==> config.mk <==
export PLATFORM = sky130hd
export DESIGN_NAME = ca_rule_ctrl
export DESIGN_NICKNAME = d
export VERILOG_FILES = /design/src/rtl/ca_pkg.sv /design/src/rtl/frame_debounce.sv /design/src/rtl/ca_rule_ctrl.sv
export SDC_FILE = /design/constraint.sdc
export NUM_CORES = 1
export LEC_CHECK = 0
export ABC_AREA = 1
export ABC_CLOCK_PERIOD_IN_PS = 1500
export BUFFER_PORTS_ARGS = -buffer_cell sky130_fd_sc_hd__buf_2
export CAP_MARGIN = 20
export CORE_AREA = 4 4 90 92
export DETAILED_ROUTE_END_ITERATION = 8
export DIE_AREA = 0 0 94 96
export GPL_TIMING_DRIVEN = 1
export SLEW_MARGIN = 15
export SYNTH_ARGS = -nofsm -noshare
export SYNTH_HDL_FRONTEND = slang
export SYNTH_SLANG_ARGS = --single-unit
==> constraint.sdc <==
create_clock -name clk -period 1.5 [get_ports clk]
set_input_delay 0.15 -clock clk [delete_from_list [all_inputs] [get_ports clk]]
set_output_delay 0.15 -clock clk [all_outputs]
set_load 0.05 [all_outputs]
==> src/rtl/ca_pkg.sv <==
// Shared constants, preset table and FSM state type for the CA rule control slice.
package ca_pkg;

  // Rule in force out of reset unless the instance overrides it.
  localparam logic [7:0] DEFAULT_RESET_RULE = 8'd30;

  // Auto-cycle presets, entry 0 in the low byte:
  // 30, 90, 110, 184, 45, 73, 150, 22.
  localparam logic [63:0] PRESET_TABLE = {8'd22, 8'd150, 8'd73, 8'd45,
                                          8'd184, 8'd110, 8'd90, 8'd30};

  // Commit sequencing: wait for a request, hold it one frame, then reseed one frame.
  typedef enum logic [1:0] {
    ST_IDLE   = 2'd0,
    ST_ARMED  = 2'd1,
    ST_RESEED = 2'd2
  } ca_state_e;

  // Look up one preset rule by index.
  function automatic logic [7:0] preset_rule(input logic [2:0] idx);
    return PRESET_TABLE[{idx, 3'b000} +: 8];
  endfunction

endpackage

==> src/rtl/frame_debounce.sv <==
// Button debouncer: two-flop synchronizer, then a level that only flips after
// DEBOUNCE_FRAMES consecutive frame-rate samples disagree with it.
module frame_debounce #(
  parameter int DEBOUNCE_FRAMES = 2
) (
  input  logic clk,
  input  logic rst_n,
  input  logic async_in,
  input  logic frame_tick,
  output logic level,
  output logic rise
);

  localparam logic [2:0] CNT_LAST = 3'(DEBOUNCE_FRAMES - 1);

  logic       sync1_reg;
  logic       sync2_reg;
  logic       level_reg;
  logic       level_next;
  logic [2:0] cnt_reg;
  logic [2:0] cnt_next;
  logic       flip;

  // Bring the raw button into the clock domain.
  always_ff @(posedge clk) begin
    if (!rst_n) begin
      sync1_reg <= 1'b0;
      sync2_reg <= 1'b0;
    end else begin
      sync1_reg <= async_in;
      sync2_reg <= sync1_reg;
    end
  end

  // Count disagreeing samples on frame ticks; any agreeing sample restarts the count.
  always_comb begin
    flip       = 1'b0;
    level_next = level_reg;
    cnt_next   = cnt_reg;
    if (frame_tick) begin
      if (sync2_reg != level_reg) begin
        if (cnt_reg == CNT_LAST) begin
          flip       = 1'b1;
          level_next = ~level_reg;
          cnt_next   = 3'd0;
        end else begin
          cnt_next = cnt_reg + 3'd1;
        end
      end else begin
        cnt_next = 3'd0;
      end
    end
  end

  // Hold the debounced level and its agreement count.
  always_ff @(posedge clk) begin
    if (!rst_n) begin
      level_reg <= 1'b0;
      cnt_reg   <= 3'd0;
    end else begin
      level_reg <= level_next;
      cnt_reg   <= cnt_next;
    end
  end

  assign level = level_reg;
  // Rise is combinational so the caller sees it during the tick that causes it.
  assign rise  = flip & ~level_reg;

endmodule

==> src/rtl/ca_rule_ctrl.sv <==
// Rule control stage ahead of the 1D cellular-automaton renderer. Every
// visible change (rule, palette bit, reseed) lands on a frame tick so a frame
// is never drawn with a mixed rule.
module ca_rule_ctrl
  import ca_pkg::*;
#(
  parameter logic [7:0] RESET_RULE      = DEFAULT_RESET_RULE,
  parameter int         DEBOUNCE_FRAMES = 2,
  parameter int         AUTO_FRAMES     = 600,
  parameter logic       VSYNC_ACTIVE    = 1'b1
) (
  input  logic       clk,
  input  logic       rst_n,
  input  logic       vsync,
  input  logic [7:0] rule_in,
  input  logic       load_btn,
  input  logic       auto_en,
  output logic [7:0] rule,
  output logic       reseed,
  output logic       rule_sel,
  output logic       frame_tick,
  output logic       pending
);

  localparam int              CNT_W     = $clog2(AUTO_FRAMES);
  localparam logic [CNT_W-1:0] AUTO_LAST = CNT_W'(AUTO_FRAMES - 1);

  logic [7:0]       rule_s1_reg;
  logic [7:0]       rule_s2_reg;
  logic             auto_s1_reg;
  logic             auto_s2_reg;
  logic             vs_s1_reg;
  logic             vs_s2_reg;
  logic             vs_hist_reg;
  logic             tick_reg;

  logic [CNT_W-1:0] auto_cnt_reg;
  logic [CNT_W-1:0] auto_cnt_next;
  logic [2:0]       idx_reg;
  logic [2:0]       idx_next;

  ca_state_e        state_reg;
  ca_state_e        state_next;
  logic [7:0]       rule_reg;
  logic [7:0]       rule_next;
  logic [7:0]       pend_rule_reg;
  logic [7:0]       pend_rule_next;
  logic             sel_reg;
  logic             sel_next;
  logic             reseed_reg;
  logic             reseed_next;

  logic             btn_level;
  logic             btn_rise;
  logic             man_req;
  logic             auto_wrap;
  logic             auto_req;
  logic             req;
  logic [7:0]       req_rule;

  // Synchronize rule byte, auto enable and vsync; vsync keeps one extra history stage.
  always_ff @(posedge clk) begin
    if (!rst_n) begin
      rule_s1_reg <= 8'd0;
      rule_s2_reg <= 8'd0;
      auto_s1_reg <= 1'b0;
      auto_s2_reg <= 1'b0;
      vs_s1_reg   <= ~VSYNC_ACTIVE;
      vs_s2_reg   <= ~VSYNC_ACTIVE;
      vs_hist_reg <= ~VSYNC_ACTIVE;
    end else begin
      rule_s1_reg <= rule_in;
      rule_s2_reg <= rule_s1_reg;
      auto_s1_reg <= auto_en;
      auto_s2_reg <= auto_s1_reg;
      vs_s1_reg   <= vsync;
      vs_s2_reg   <= vs_s1_reg;
      vs_hist_reg <= vs_s2_reg;
    end
  end

  // One-clock frame tick on the synced vsync entering its active level.
  always_ff @(posedge clk) begin
    if (!rst_n) begin
      tick_reg <= 1'b0;
    end else begin
      tick_reg <= (vs_s2_reg == VSYNC_ACTIVE) && (vs_hist_reg != VSYNC_ACTIVE);
    end
  end

  frame_debounce #(
    .DEBOUNCE_FRAMES(DEBOUNCE_FRAMES)
  ) u_load_debounce (
    .clk       (clk),
    .rst_n     (rst_n),
    .async_in  (load_btn),
    .frame_tick(tick_reg),
    .level     (btn_level),
    .rise      (btn_rise)
  );

  // A manual request only ever fires while the held level is still low.
  assign man_req   = btn_rise & ~btn_level;
  assign auto_wrap = tick_reg & auto_s2_reg & (auto_cnt_reg == AUTO_LAST);
  // Manual wins a same-tick collision; the auto request is dropped outright.
  assign auto_req  = auto_wrap & ~man_req;
  assign req       = man_req | auto_req;
  assign req_rule  = man_req ? rule_s2_reg : preset_rule(idx_reg + 3'd1);

  // Frame counter and preset index for auto-cycling; counter parks at 0 when disabled.
  always_comb begin
    auto_cnt_next = auto_cnt_reg;
    idx_next      = idx_reg;
    if (!auto_s2_reg) begin
      auto_cnt_next = '0;
    end else if (tick_reg) begin
      auto_cnt_next = auto_wrap ? '0 : auto_cnt_reg + CNT_W'(1);
    end
    if (auto_req) begin
      idx_next = idx_reg + 3'd1;
    end
  end

  // Register auto-cycle state.
  always_ff @(posedge clk) begin
    if (!rst_n) begin
      auto_cnt_reg <= '0;
      idx_reg      <= 3'd0;
    end else begin
      auto_cnt_reg <= auto_cnt_next;
      idx_reg      <= idx_next;
    end
  end

  // Commit sequencer; moves only on frame ticks. Leaving reset, IDLE with reseed
  // still high steps into RESEED so the startup seed covers one whole frame.
  always_comb begin
    state_next     = state_reg;
    rule_next      = rule_reg;
    pend_rule_next = pend_rule_reg;
    sel_next       = sel_reg;
    reseed_next    = reseed_reg;
    if (tick_reg) begin
      case (state_reg)
        ST_IDLE: begin
          if (req) begin
            pend_rule_next = req_rule;
            reseed_next    = 1'b0;
            state_next     = ST_ARMED;
          end else if (reseed_reg) begin
            state_next = ST_RESEED;
          end
        end
        ST_ARMED: begin
          if (req) begin
            pend_rule_next = req_rule;
          end else begin
            rule_next   = pend_rule_reg;
            sel_next    = ~sel_reg;
            reseed_next = 1'b1;
            state_next  = ST_RESEED;
          end
        end
        ST_RESEED: begin
          reseed_next = 1'b0;
          if (req) begin
            pend_rule_next = req_rule;
            state_next     = ST_ARMED;
          end else begin
            state_next = ST_IDLE;
          end
        end
        default: begin
          state_next = ST_IDLE;
        end
      endcase
    end
  end

  // Register sequencer state and the published rule.
  always_ff @(posedge clk) begin
    if (!rst_n) begin
      state_reg     <= ST_IDLE;
      rule_reg      <= RESET_RULE;
      pend_rule_reg <= RESET_RULE;
      sel_reg       <= 1'b0;
      reseed_reg    <= 1'b1;
    end else begin
      state_reg     <= state_next;
      rule_reg      <= rule_next;
      pend_rule_reg <= pend_rule_next;
      sel_reg       <= sel_next;
      reseed_reg    <= reseed_next;
    end
  end

  assign rule       = rule_reg;
  assign reseed     = reseed_reg;
  assign rule_sel   = sel_reg;
  assign frame_tick = tick_reg;
  assign pending    = (state_reg == ST_ARMED);

endmodule

After elaboration in Yosys (flattened, before gate mapping). Cells that the tools add are included.

Add/sub/neg operators: 3. Equal/unequal tests: 8. Shift-type cells: 1. Muxes and demuxes: 15. Bitwise gates (word level): 11. Reduce and logical (&&, ||, !) cells: 10.

Operators with widths (count): 64-bit by 7-bit indexed part select with 8-bit output, first input constant (1); 3-bit AND reduction (4); 10-bit by 1-bit adder with 10-bit output, second input constant (1); 10-bit equality test, second input constant (1); 10-bit 2-to-1 mux (1); 8-bit 2-to-1 mux (1); 3-bit by 1-bit adder with 3-bit output, second input constant (2); 1-bit 2-to-1 mux (6); 2-bit 2-to-1 mux (3); 3-bit 2-to-1 mux (2); 2-bit one-hot mux with 3 select lines (1); 1-bit AND (5); 1-bit NOT (5); 2-bit inequality test, second input constant (2); 4-bit AND reduction (1); 3-bit by 1-bit equality test with 1-bit output, second input constant (1); 3-bit inequality test, second input constant (1); 1-bit one-hot mux with 3 select lines (1); 3-bit nonzero test (1); 3-bit OR reduction (1); 2-bit by 1-bit equality test with 1-bit output, second input constant (1); 2-bit equality test, second input constant (1); 2-bit zero test (1); 2-bit AND reduction (1); other kinds (3) (3).

Flip-flop bits (word level): 61. Input bits: 13. Output and inout port bits: 12. Word-level logic and storage cells: 67.

Longest topological paths before layout.
Depth after elaboration: 11. Mapped depth: 10. Mapped depth without buffers: 10.

Hierarchy. Synthesis repeated with hierarchy kept, for this count alone.

Cell total of the unflattened synthesis: 335. Area total of the unflattened synthesis: 2532.4 µm².

By module, submodules not included: ca_rule_ctrl (times used 1, cells each 293, area each 2253.4 µm², sequential area each 1101.1 µm²); frame_debounce (times used 1, cells each 42, area each 279.0 µm², sequential area each 120.1 µm²).

Worst setup path before layout. No wires, ideal clock.

Path kind: register -> register. From: reg state_reg[0]. To: reg rule_reg[1], in the netlist rule[1]. Setup time: 0.134 ns. Arrival: 1.656 ns. Path slack: -0.289 ns. Cell stages (with the launch flop): 7. Cells stage by stage: dfxtp_1 inv_1 nor2_1 nand4_2 buf_6 nand2_1 nand3_1.

Longest elaborated chain between the ends: 2.

RTL lines: start, declared (line ca_rule_ctrl.sv:42) `ca_state_e state_reg;`; start signal, assigned (line ca_rule_ctrl.sv:189) `state_reg <= state_next;`; 2-bit by 1-bit equality test with 1-bit output; net pending (line ca_rule_ctrl.sv:22) `output logic pending`; 3-bit AND reduction (no source line); end signal, assigned (line ca_rule_ctrl.sv:190) `rule_reg <= rule_next;`; end, declared (line ca_rule_ctrl.sv:44) `logic [7:0] rule_reg;`.

The timed path passes the listed nets, and every way through them passes these cells. A chain may end at the register's enable or synchronous reset.

Final worst setup path.
From: reg auto_cnt_reg[1]. To: reg auto_cnt_reg[8].

Longest elaborated chain between the ends: 3. Elaborated cells between the ends (all ways): 4.

RTL lines: start, declared (line ca_rule_ctrl.sv:37) `logic [CNT_W-1:0] auto_cnt_reg;`; start signal, assigned (line ca_rule_ctrl.sv:130) `auto_cnt_reg <= auto_cnt_next;`; parallel branches: the longest is 2 deep, another holds 10-bit by 1-bit adder with 10-bit output; 10-bit 2-to-1 mux * (line ca_rule_ctrl.sv:117) `auto_cnt_next = auto_wrap ? '0 : auto_cnt_reg + CNT_W'(1);`.

Every way passes the cells marked *.

==> metrics <==
status=finished clean; most area-hungry cell type in the Yosys netlist=dfxtp_1; H-tree levels=3; Post-Syn Instances=327; commonest cells in the netlist=nand2_1 (90), dfxtp_1 (61), inv_1 (48); #FFs+latches synth=61; Post-Synth Simple-Gate Area=0.280; leakage=1.55 nW; first-pass GRT wire length=8.05 mm; Max Root-Sink Buffers=2; total number of vias=just over 2k; standard-cell row count=31; Clock Tree Root=clkbuf_8; max-slew violation count=0; Worst-path clk slew=approximately 0.070 ns; Final Util=0.454; EDFF count, synth=0; FF-to-FF setup slack=about 0.056 ns; number of flip-flops in the largest register=10; Worst Path Required=approximately 1.7 ns; RSZ-0062 raised after global routing=true; GPL Wtd Cong=0.827; die width=between 90 and 100 microns; Worst Path Max Fanout=2; Max-Cap Viols=0; Pre-antenna DRT Iters=4; Wirelength per Cell=between 9 and 10 microns; Initial Util=0.349; top-area cell type share of the netlist area=0.485; antenna violations before repair=0; largest net degree at the start of global routing=32; clk_lat worst skew=0.33 ns; Overflow after GRT=0; TritonCTS buffer count=9; DR vias/cell=4.17; Syn Nets=348; Synth Area in Compound Gates=0.0770; CTS tree=yes; final cycle utilization of the critical path=0.963; worst hold-check path type=in2reg; share of cells above drive strength 1=0.238; worst-margin pin slew=0.395 ns; Crit path arrival time=1.66 ns; Layout Nets=408; Final Critical Period=1.44 ns; multiplexer share of the synthesized area=0; full die area=9020 sq um; Avg Cell Area, Syn=~7.7 sq um; IO Count=25; CP endpoint kind=flip-flop; startpoint types=flip-flop; most common cell in the netlist=nand2_1; sequential cell area fraction in the yosys report=0.485; yosys warns=0; post-route antenna net violation count=0; VDD IR-drop max=0.415 mV; filler instances=roughly 760; Area Overhead vs Synth=30.1%; DP Wirelength=3.28 mm; post-route insts no fill=490; TNS Setup=0 ns; number of global-route vias before repair=1854; # setup viols final=0; CORE AREA=7210 sq um; FFs w/ async S/R, synth=0; number of port buffers=24; worst hold slack=0.173 ns; max_slew headroom=0.735; ANT cells=0; Cell variety after synth=30; final hold violation count=0; DR iter-0 viols=57; Post-Synth Adder-Cell Area=0.0397; main combinational cell family by area after synthesis=simple AND/OR/NAND/NOR gates; Placed Instances=463; mapped cell area=about 2500 sq um; die height=96 microns; ys flop type=dfxtp_1; PwrDens=~1000 nW/um^2; All-Layer GR Usage=0.115; Post-Synth XOR/XNOR Area=0.0174; WS Path Type=reg2reg; Final Skew=0.00849 ns; DRC=0; ranking of synthesized cells by area=dfxtp_1 (48%), nand2_1 (13%), inv_1 (7.1%), nor2_1 (5.2%), ha_1 (4.0%); final wirelength=4.58 mm; Clock Sinks=61; fmax=692 MHz
critical path: stages (launching register included):
cell and delay, ns:
dfxtp_2 0.33, ha_2 0.19, nand2_4 0.06, buf_4 0.15, nor3b_4 0.18, nand2_1 0.10
nor2_1 0.14, xor2_1 0.15, nor2_1 0.05
cell families after synthesis:
group | count (synthesis)
simple gates | 156
buf+inv | 61
flops | 61
compound gates | 36
fa+ha+maj | 8
xor+xnor | 5
power by group:
part	total, mW	internal [mW]	switching [mW]
combinational	0.142	0.0636	0.0788
clock	1.57	0.962	0.611
sequential	1.67	1.65	0.0149
layout make-up:
| class | count | area, sq um | share of cell area |
|---|---|---|---|
| well taps | 99 | 124 | 0.0378 |
| clock inverters | 5 | 75.1 | 0.0229 |
| flip-flops and latches | 61 | 1230 | 0.374 |
| clock buffers | 10 | 138 | 0.0420 |
| multi-input cells | 205 | 1110 | 0.337 |
| inverters | 53 | 206 | 0.0630 |
| repair buffers | 57 | 402 | 0.123 |
through the flow:
stage                     setup slack, ns  total power, mW  instance area, sq um
after floorplan                   0.00331             1.78                  2520
after global placement             0.0468             1.82                  2870
after detailed placement          0.00160             1.83                  2870
after CTS                         0.00530             3.44                  3200
after global routing              -0.0142             3.54                  3280
final                              0.0557             3.39                  3280
per-layer routing:
layer | vias up | global-route usage | part of all wire
met1 | 870 | 0.143 | 0.50
met5 | - | 0 | 0
met2 | 39 | 0.176 | 0.42
met4 | 0 | 0.0626 | 0.028
met3 | 11 | 0.0375 | 0.051
li1 | 1123 | - | -
placed cells by master, fill, tap and decap left out, drive strengths merged, types with 3 or more instances in the layout:
cell         instances
o21ai               15
a21oi               16
clkbuf              11
nand2               94
inv                 52
ha                   8
nor3                 3
dlygate4sd3         11
nor2                37
nand3               16
clkinv               4
dfxtp               61
nor3b                3
xor2                 4
buf                 45
what timing repair did:
action                                  CTS  global route
setup buffers                             0             1
pin swaps                                 0             5
endpoints found under the hold margin    11             0
hold buffers                             11             0
gates resized for setup                   2            21
endpoints found under the setup margin    1            26
final timing paths:
kind,cells after the start,from,to
worst max-delay path,8,auto_cnt_reg[1]$_SDFFE_PN0P_,auto_cnt_reg[8]$_SDFFE_PN0P_
worst min-delay path,3,rst_n,auto_cnt_reg[2]$_SDFFE_PN0P_
worst max register to register,8,auto_cnt_reg[1]$_SDFFE_PN0P_,auto_cnt_reg[8]$_SDFFE_PN0P_
worst min register to register,1,vs_hist_reg$_SDFF_PN0_,frame_tick$_SDFF_PN0_
No activity file was read; power rests on OpenSTA's default activity.
